$ cat src/rtl/bp_common_pkg.sv
// Shared definitions for the BlackParrot I/O responders: access sizes,
// command/response field widths and CLINT register offsets.
package bp_common_pkg;

    localparam int bp_paddr_width_gp    = 56;
    localparam int bp_data_width_gp     = 64;
    localparam int bp_mem_size_width_gp = 2;

    typedef enum logic [1:0] {
        e_size_1B = 2'd0,
        e_size_2B = 2'd1,
        e_size_4B = 2'd2,
        e_size_8B = 2'd3
    } bp_mem_size_e;

    localparam logic [23:0] clint_mipi_offset_gp     = 24'h00_0000;
    localparam logic [23:0] clint_mtimecmp_offset_gp = 24'h00_4000;
    localparam logic [23:0] clint_mtime_offset_gp    = 24'h00_bff8;

    typedef enum logic {
        e_clint_idle = 1'b0,
        e_clint_resp = 1'b1
    } bp_clint_state_e;

endpackage

$ cat src/rtl/bp_clint_mtime.sv
// 64b machine timer: ticks when enabled, writable per 32b half; a write
// in the same cycle suppresses the tick so the written value lands exactly.
module bp_clint_mtime (
    input  logic        clk_i,
    input  logic        reset_n_i,
    input  logic        tick_i,
    input  logic [1:0]  we_i,
    input  logic [63:0] wdata_i,
    output logic [63:0] mtime_o
);

    logic [63:0] r_mtime;

    always_ff @(posedge clk_i or negedge reset_n_i) begin
        if (!reset_n_i) begin
            r_mtime <= '0;
        end else if (|we_i) begin
            // the unwritten half holds; no carry across halves
            if (we_i[0]) r_mtime[31:0]  <= wdata_i[31:0];
            if (we_i[1]) r_mtime[63:32] <= wdata_i[63:32];
        end else if (tick_i) begin
            r_mtime <= r_mtime + 64'd1;
        end
    end

    assign mtime_o = r_mtime;

endmodule

$ cat src/rtl/bp_clint_responder.sv
// CLINT device responder: decodes uncached loads/stores to mipi, mtimecmp
// and mtime, and drives per-hart software/timer interrupts from registers.
module bp_clint_responder
    import bp_common_pkg::*;
#(
    parameter int num_core_p    = 1,
    parameter int paddr_width_p = bp_paddr_width_gp,
    parameter int data_width_p  = bp_data_width_gp
) (
    input  logic                     clk_i,
    input  logic                     reset_n_i,
    input  logic                     cmd_v_i,
    output logic                     cmd_ready_o,
    input  logic [paddr_width_p-1:0] cmd_addr_i,
    input  logic                     cmd_we_i,
    input  logic [1:0]               cmd_size_i,
    input  logic [data_width_p-1:0]  cmd_data_i,
    output logic                     resp_v_o,
    input  logic                     resp_ready_i,
    output logic [data_width_p-1:0]  resp_data_o,
    output logic                     resp_err_o,
    input  logic                     mtime_tick_i,
    output logic [num_core_p-1:0]    soft_irq_o,
    output logic [num_core_p-1:0]    timer_irq_o
);

    bp_clint_state_e r_state, w_state_n;

    logic [num_core_p-1:0][63:0] r_mtimecmp;
    logic [num_core_p-1:0]       r_mipi;
    logic [63:0]                 r_resp_data;
    logic                        r_resp_err;
    logic [63:0]                 w_mtime;

    logic [23:0] w_off;
    logic [11:0] w_mipi_idx, w_cmp_idx;
    logic        w_sz4_ok, w_sz64_ok, w_full, w_hi;
    logic        w_hit_mipi, w_hit_cmp, w_hit_mtime, w_err;
    logic        w_accept, w_wr;
    logic [1:0]  w_half_we, w_mtime_we;
    logic [63:0] w_wdata, w_rdata, w_word, w_cmp_sel;
    logic        w_mipi_sel;
    logic        w_unused;

    assign w_off      = cmd_addr_i[23:0];
    assign w_unused   = ^cmd_addr_i[paddr_width_p-1:24];
    assign w_mipi_idx = w_off[13:2];
    assign w_cmp_idx  = {1'b0, w_off[13:3]};

    // mipi: 4B aligned only; mtimecmp/mtime: aligned 8B or either 4B half
    assign w_full    = (cmd_size_i == e_size_8B);
    assign w_hi      = w_off[2];
    assign w_sz4_ok  = (cmd_size_i == e_size_4B) && (w_off[1:0] == 2'b00);
    assign w_sz64_ok = (w_full && (w_off[2:0] == 3'b000)) || w_sz4_ok;

    assign w_hit_mipi  = (w_off[23:14] == clint_mipi_offset_gp[23:14]) && w_sz4_ok
                         && (w_mipi_idx < 12'(num_core_p));
    assign w_hit_cmp   = (w_off[23:14] == clint_mtimecmp_offset_gp[23:14]) && w_sz64_ok
                         && (w_cmp_idx < 12'(num_core_p));
    assign w_hit_mtime = (w_off[23:3] == clint_mtime_offset_gp[23:3]) && w_sz64_ok;
    assign w_err       = !(w_hit_mipi || w_hit_cmp || w_hit_mtime);

    assign w_accept   = cmd_v_i && (r_state == e_clint_idle);
    assign w_wr       = w_accept && cmd_we_i && !w_err;
    assign w_half_we  = w_full ? 2'b11 : {w_hi, !w_hi};
    assign w_wdata    = w_full ? cmd_data_i : {2{cmd_data_i[31:0]}};
    assign w_mtime_we = (w_wr && w_hit_mtime) ? w_half_we : 2'b00;

    always_comb begin
        w_rdata    = '0;
        w_word     = '0;
        w_cmp_sel  = '0;
        w_mipi_sel = 1'b0;
        for (int i = 0; i < num_core_p; i++) begin
            if (w_mipi_idx == 12'(i)) w_mipi_sel = r_mipi[i];
            if (w_cmp_idx == 12'(i))  w_cmp_sel  = r_mtimecmp[i];
        end
        w_word = w_hit_mtime ? w_mtime : w_cmp_sel;
        if (w_hit_mipi)
            w_rdata = {63'b0, w_mipi_sel};
        else if (w_hit_cmp || w_hit_mtime)
            w_rdata = w_full ? w_word : {32'b0, (w_hi ? w_word[63:32] : w_word[31:0])};
    end

    bp_clint_mtime u_mtime (
        .clk_i     (clk_i),
        .reset_n_i (reset_n_i),
        .tick_i    (mtime_tick_i),
        .we_i      (w_mtime_we),
        .wdata_i   (w_wdata),
        .mtime_o   (w_mtime)
    );

    always_ff @(posedge clk_i or negedge reset_n_i) begin
        if (!reset_n_i) begin
            r_mtimecmp <= '1;
            r_mipi     <= '0;
        end else if (w_wr) begin
            for (int i = 0; i < num_core_p; i++) begin
                if (w_hit_cmp && (w_cmp_idx == 12'(i))) begin
                    if (w_half_we[0]) r_mtimecmp[i][31:0]  <= w_wdata[31:0];
                    if (w_half_we[1]) r_mtimecmp[i][63:32] <= w_wdata[63:32];
                end
                if (w_hit_mipi && (w_mipi_idx == 12'(i)))
                    r_mipi[i] <= cmd_data_i[0];
            end
        end
    end

    always_ff @(posedge clk_i or negedge reset_n_i) begin
        if (!reset_n_i) begin
            r_resp_data <= '0;
            r_resp_err  <= 1'b0;
        end else if (w_accept) begin
            r_resp_data <= (cmd_we_i || w_err) ? 64'd0 : w_rdata;
            r_resp_err  <= w_err;
        end
    end

    always_ff @(posedge clk_i or negedge reset_n_i) begin
        if (!reset_n_i) r_state <= e_clint_idle;
        else            r_state <= w_state_n;
    end

    always_comb begin
        w_state_n = r_state;
        case (r_state)
            e_clint_idle: if (cmd_v_i)      w_state_n = e_clint_resp;
            e_clint_resp: if (resp_ready_i) w_state_n = e_clint_idle;
            default:                        w_state_n = e_clint_idle;
        endcase
    end

    assign cmd_ready_o = (r_state == e_clint_idle);
    assign resp_v_o    = (r_state == e_clint_resp);
    assign resp_data_o = r_resp_data;
    assign resp_err_o  = r_resp_err;
    assign soft_irq_o  = r_mipi;

    for (genvar g = 0; g < num_core_p; g++) begin : g_hart
        assign timer_irq_o[g] = (w_mtime >= r_mtimecmp[g]);
    end

endmodule

$ cat config.mk
export PLATFORM = sky130hd
export DESIGN_NAME = bp_clint_responder
export DESIGN_NICKNAME = d
export VERILOG_FILES = /design/src/rtl/bp_common_pkg.sv /design/src/rtl/bp_clint_mtime.sv /design/src/rtl/bp_clint_responder.sv
export SDC_FILE = /design/constraint.sdc
export NUM_CORES = 1
export LEC_CHECK = 0
export ABC_AREA = 1
export BUFFER_PORTS_ARGS = -buffer_cell sky130_fd_sc_hd__buf_2
export CELL_PAD_IN_SITES_DETAIL_PLACEMENT = 2
export CELL_PAD_IN_SITES_GLOBAL_PLACEMENT = 2
export CORE_ASPECT_RATIO = 0.7
export CORE_MARGIN = 1
export CORE_UTILIZATION = 30
export DETAILED_ROUTE_END_ITERATION = 8
export PLACE_DENSITY = 0.86
export SETUP_SLACK_MARGIN = 0.1
export SLEW_MARGIN = 20
export SYNTH_ARGS = -nofsm -noshare
export SYNTH_HDL_FRONTEND = slang
export SYNTH_SLANG_ARGS = --single-unit
$ cat constraint.sdc
create_clock -name clk_i -period 2 [get_ports clk_i]
set_input_delay 0.2 -clock clk_i [delete_from_list [all_inputs] [get_ports clk_i]]
set_output_delay 0.2 -clock clk_i [all_outputs]
set_load 0.02 [all_outputs]
### After elaboration in Yosys (flattened, before gate mapping)

Cells that the tools add are included.

| storage, ports and cells | value |
|---|---|
| bits in registers | 195 |
| bits of input ports | 128 |
| word-level logic and storage cells | 69 |

| operators by class | value |
|---|---|
| order comparisons | 3 |
| muxes and demuxes | 18 |
| bitwise logic cells | 1 |
| equality and inequality tests | 6 |
| reductions and logical operators | 32 |
| $add $sub $neg | 1 |

Operators with widths:

| cell | number |
|---|---|
| $mux 64 | 9 |
| $mux 32 | 3 |
| $add 64x1->64 const B | 1 |
| $ge 64x64->1 | 1 |
| $logic_not 12->1 | 2 |
| $eq 21x13->1 const B | 1 |
| $logic_and 1x1->1 | 13 |
| $lt 12x1->1 const B | 1 |
| $lt 11x1->1 const B | 1 |
| $eq 10x1->1 const B | 1 |
| $logic_not 10->1 | 1 |
| $reduce_and 2->1 | 3 |
| $reduce_and 3->1 | 2 |
| $logic_or 1x1->1 | 5 |
| $eq 2x2->1 const B | 2 |
| $mux 2 | 2 |
| $ne 2x1->1 const B | 2 |
| $logic_not 3->1 | 1 |
| $mux 1 | 3 |
| $logic_not 1->1 | 2 |
| $logic_not 2->1 | 1 |
| $pmux 1 s2 | 1 |
| $reduce_bool 2->1 | 1 |
| $reduce_or 2->1 | 1 |
| $not 1->1 | 1 |

### Depth between registers and ports, before layout

| depth | value |
|---|---|
| word-level depth | 13 |
| depth in mapped cells | 15 |
| gate-level depth less buffers | 15 |

### Cells and area by module

A second synthesis with hierarchy kept.

| unflattened totals | value |
|---|---|
| cells, all modules | 2163 |
| area total of the unflattened synthesis | 13943.4 um^2 |

By module, submodules not included:

| module | area each (um^2) | sequential area each (um^2) | cells each | times used |
|---|---|---|---|---|
| bp_clint_responder | 8768.4 | 3358.2 | 1286 | 1 |
| bp_clint_mtime | 5175.0 | 1601.5 | 877 | 1 |

### Worst setup path before layout

Ideal clock, no wire load.

| path | value |
|---|---|
| kind | register to register |
| start | register r_state (netlist: resp_v_o) |
| end | register u_mtime.r_mtime[13] (netlist: u_mtime.mtime_o[13]) |
| buffers on the path | 2 |
| period minus slack after synthesis | 1.836 ns |
| stages on the path, launching flop included | 11 |
| arrival | 1.718 ns |
| data required time | 1.883 ns |
| library setup time | 0.117 ns |
| path slack | 0.164 ns |
| cells stage by stage | dfrtp_1 > inv_2 > nand2_1 > nor2_4 > nand3_4 > nand2_2 > buf_6 > nand2_4 > buf_6 > nand3_1 > nand2_1 |

| on the way | value |
|---|---|
| longest elaborated chain between the ends | 9 |
| elaborated cells on any way between the ends | 11 |
| those cells by class | 1 x eq/ne; 2 x mux; 1 x bitwise; 7 x reduce/logical |

Ends and longest elaborated chain:

| element | line | RTL |
|---|---|---|
| start: declaration | bp_clint_responder.sv:27 | `bp_clint_state_e r_state, w_state_n;` |
| start signal: assignment | bp_clint_responder.sv:121 | `if (!reset_n_i) r_state <= e_clint_idle;` |
| start signal: assignment | bp_clint_responder.sv:122 | `else r_state <= w_state_n;` |
| $not 1->1 (*) | -- |  |
| via cmd_ready_o | bp_clint_responder.sv:13 | `output logic cmd_ready_o,` |
| $logic_and 1x1->1 (*) | bp_clint_responder.sv:63 | `assign w_accept = cmd_v_i && (r_state == e_clint_idle);` |
| $logic_and 1x1->1 (*) (2 in series) | bp_clint_responder.sv:64 | `assign w_wr = w_accept && cmd_we_i && !w_err;` |
| $logic_and 1x1->1 (*) | bp_clint_responder.sv:67 | `assign w_mtime_we = (w_wr && w_hit_mtime) ? w_half_we : 2'b00;` |
| $mux 2 (*) | bp_clint_responder.sv:67 |  |
| $reduce_or 2->1 | bp_clint_mtime.sv:17 | `end else if (\|we_i) begin` |
| $ne 2x1->1 (no source line) / $reduce_bool 2->1 (equally long branches) | -- |  |
| $reduce_and 2->1 (no source line) | -- |  |
| end signal: assignment | bp_clint_mtime.sv:19 | `if (we_i[0]) r_mtime[31:0] <= wdata_i[31:0];` |
| end signal: assignment | bp_clint_mtime.sv:22 | `r_mtime <= r_mtime + 64'd1;` |
| end: declaration | bp_clint_mtime.sv:12 | `logic [63:0] r_mtime;` |

The timed path passes the listed nets; every way through them passes the cells marked *.
A chain may end at the register's enable or synchronous reset.

### Worst setup path in the final report

| path | value |
|---|---|
| start | register r_mtimecmp[39] (netlist bit) |
| end | output port timer_irq_o |

| on the way | value |
|---|---|
| longest elaborated chain between the ends | 1 |

Ends and longest elaborated chain:

| element | line | RTL |
|---|---|---|
| start: declaration | bp_clint_responder.sv:29 | `logic [num_core_p-1:0][63:0] r_mtimecmp;` |
| start signal: indexed assignment | bp_clint_responder.sv:101 | `if (w_half_we[0]) r_mtimecmp[i][31:0] <= w_wdata[31:0];` |
| start signal: indexed assignment | bp_clint_responder.sv:102 | `if (w_half_we[1]) r_mtimecmp[i][63:32] <= w_wdata[63:32];` |
| $ge 64x64->1 | bp_clint_responder.sv:141 | `assign timer_irq_o[g] = (w_mtime >= r_mtimecmp[g]);` |
| end: declaration | bp_clint_responder.sv:24 | `output logic [num_core_p-1:0] timer_irq_o` |

No other way between the ends.

==> results.py <==
metrics = {
    "run_status": {
        "outcome": "finished with violations",
        "violations_in_the_final_reports": "hold timing, setup timing",
    },
    "pwr": {
        "pwr-share-clk_pct": 32.4,
        "power_switching_share_pct": 39.4,
        "cellInternalPower_mw": 7.55,
        "ir_drop_v": 0.000635,
        "p_leak_nw": 10.2,
        "power_density_nw_per_um2": 617,
        "share_seq_of_total_power_pct": 34.8,
        "combPwrFrac_pct": 32.8,
        "net_switching_power_figure_mw": 4.91,
    },
    "floorplan": {
        "die_y_um": 181,
        "io_pins": 197,
        "rows": 65,
        "die_area_um2": 46600,
        "core_area_um2": 45100,
        "die_width_um": 258,
        "floorplan.initialDensity_pct": 30.4,
    },
    "synthesis": {
        "synth.top_cells.by_count": "nand2_1 (844), nand3_1 (258), inv_1 (187), nor2_1 (165), dfrtp_1 (131)",
        "synth_area_per_cell_um2": 6.56,
        "synth.distinct_cells": 36,
        "synth_enable_flop_cells": 0,
        "netlist_area_um2": 13700,
        "synth.area.top_cells": "dfrtp_1 (24%), nand2_1 (23%), dfstp_2 (12%)",
        "yosysWarnings": 0,
        "synth.yosys.seq_area_share_pct": 36.1,
        "postSynthCellCount": 2092,
        "synth_most_common_cell": "nand2_1",
        "ys_ff_latch": 195,
        "async_s_r_ff_share_synth_pct": 100,
        "synth.top_cell.area_share_pct": 23.9,
        "ys.flop_type": "dfrtp_1",
        "mappedNetlistNets": 2285,
        "post-synth-top-area-cell": "dfrtp_1",
    },
    "final_layout": {
        "finish.cell_count_without_fillers": 3121,
        "post-route-util_pct": 44.7,
        "final_net_count": 2698,
        "layout_area_overhead_pct": 47.0,
        "n_fill_cell": 5178,
        "num_antenna_cells": 0,
        "drive_gt1_share_pct": 36.1,
    },
    "route": {
        "drc": 0,
        "wire_per_inst_um": 28.9,
        "vias": 17900,
        "antenna_left": 0,
        "first_iter_violations": 1344,
        "finalWirelength_um": 90300,
        "post_drt_via_cell_ratio": 5.73,
        "drt_pre_antenna_iters": 6,
    },
    "grt": {
        "grt_use_total_pct": 32.3,
        "first_global_vias": 18800,
        "number_of_antenna_violations_at_the_first_check_in_global_routing": 0,
        "grt_max_degree": 69,
        "grt_first_pass_wirelength_um": 114000,
        "global_route.overflow_total": 0,
    },
    "worst_hold_path": {
        "hold_depth": 3,
        "hp-class": "in -> reg",
    },
    "worst_setup_path": {
        "timing.critical_path.from_type": "flip-flop",
        "maximum_fanout_encountered_on_the_critical_timing_path": 3,
        "crit_required_ps": 1800,
        "timing.reg2reg.setup_slack_ps": -600,
        "crit_end": "timer_irq_o",
        "worstSetupPathType": "reg -> out",
        "worst_r2r_endpoint": "u_mtime.mtime_o[33]",
        "timing.reg2reg.worst_path_depth": 18,
        "critical_path.endpoint_type": "primary output",
        "crit_path_launch": "r_mtimecmp[39]",
        "timing.critical_path.arrival_ps": 2720,
        "worst_r2r_startpoint": "u_mtime.mtime_o[15]",
    },
    "placed_design": {
        "pre_cts_ws_ps": -397,
        "globalplace.congestion": 0.978,
        "portBuffers": 164,
        "detailed_placement_wirelength_estimate_um": 54300,
        "placedCellCount": 3024,
    },
    "clocking": {
        "clock_sink_count": 195,
        "cts_inserted_buffers": 17,
        "cts-htree-levels": 4,
        "cts.clk_slew.worst_paths_ps": 90,
        "clock_tree_from_tritoncts": "yes",
        "clk-insertion-delay-late_ps": 500,
        "cts_buffer_depth": 2,
        "cts_root_buf": "clkbuf_16",
    },
    "sta": {
        "fin_worst_skew_ps": 25.1,
        "final_period_minus_worst_setup_slack_ps": 2920,
        "finalSetupViolCount": 61,
        "timing_hold_violations_final": 1,
        "drv_slew": 0,
        "post-route-worst-setup-slack_ps": -922,
        "fin_hold_ws_ps": -1.62,
        "setup-tns-final_ps": -20360,
        "tightestPinTransition_ps": 780,
        "maximum_clock_frequency_ghz": 0.342,
        "grt_setup_unrepaired": "yes",
        "final_min_period_over_clock_period_pct": 146,
        "max_slew_margin_pct": 47.5,
    },
    "flow_run": {
        "cap_viol_max_count": 0,
    },
}
-- cells in the final DEF (no fill, tap or decap), drive strengths merged, types with 20 or more instances in the layout --
master / count
ha: 65
nand4: 42
nor2: 172
buf: 452
a21oi: 31
nand2: 850
xnor2: 20
clkbuf: 20
inv: 202
o21ai: 146
dfstp: 64
dfrtp: 131
dlygate4sd3: 23
nand3: 262
-- power groups by stage --
stage | sequential, mW | combinational (mW) | clock, mW
floorplan | 4.43 | 1.25 | 0
global placement | 4.30 | 2.65 | 0
detailed placement | 4.33 | 2.89 | 0
CTS | 4.26 | 3.32 | 3.95
global route | 4.34 | 4.22 | 4.17
finish | 4.33 | 4.08 | 4.04
-- through the flow --
stage | total power [mW] | cell area, um^2
floorplan | 5.67 | 13700
global route | 12.7 | 20200
global placement | 6.95 | 17000
detailed placement | 7.22 | 17000
finish | 12.5 | 20200
CTS | 11.5 | 18800
-- critical path, cell delays in order (launching register included) --
cell	delay, ps
dfstp_2	570
inv_1	130
ha_4	350
nand2_4	80
nor3_4	240
buf_6	140
nand4_1	130
nor2_2	140
buf_4	130
nand2_2	60
nand3_4	120
buf_6	130
-- metal layers --
layer  vias up  global-route usage, %  share of wire [%]
met4         0                   11.0                4.9
met5         -                      0                  0
met3       308                   3.98                6.6
met2       826                   55.8                 48
met1      9264                   41.6                 40
li1       7499                      -                  -
-- state kept, by name, summed over array words and instances (netlist names) --
signal	cells
resp_data_o	64
u_mtime.mtime_o	64
resp_err_o	1
r_mtimecmp	64
resp_v_o	1
soft_irq_o	1
-- kinds of logic (layout without fill, tap and decap cells) --
logic type / after synthesis / in the layout / share of synthesized area, %
flops: 195 / 195 / 36.1
compound gates: 183 / 183 / 6.89
simple gates: 1341 / 1341 / 40.8
fa+ha+maj: 65 / 65 / 5.92
buf+inv: 278 / 704 / 8.38
xor+xnor: 30 / 30 / 1.91
-- layout make-up --
| cell class | count | area [um^2] | share of cell area [%] |
|---|---|---|---|
| Clock inverter | 13 | 168 | 0.831 |
| Tap cell | 603 | 754 | 3.74 |
| Sequential cell | 195 | 4970 | 24.6 |
| Timing Repair Buffer | 476 | 3690 | 18.3 |
| Inverter | 196 | 741 | 3.67 |
| Multi-Input combinational cell | 1619 | 9410 | 46.6 |
| Clock buffer | 19 | 453 | 2.24 |
-- worst min path at each step --
| stage | from | end |
|---|---|---|
| 2_1_floorplan | reset_n_i | resp_data_o[0] |
| 3_3_place_gp | reset_n_i | resp_data_o[0] |
| 3_5_place_dp | reset_n_i | resp_data_o[0] |
| 4_1_cts | cmd_data_i[13] | r_mtimecmp[13] |
| 5_1_grt | cmd_data_i[5] | r_mtimecmp[5] |
| 6_report | cmd_data_i[23] | r_mtimecmp[23] |
-- timing repair --
| action | 4_1_cts | 5_1_grt |
|---|---|---|
| endpoints found under the setup margin | 56 | 69 |
| pin swaps | 66 | 139 |
| gates resized for setup | 247 | 266 |
| setup buffers | 15 | 29 |
| endpoints found under the hold margin | 53 | 0 |
| hold buffers | 23 | 0 |
Note: power is estimated with default switching activity, not from simulation.
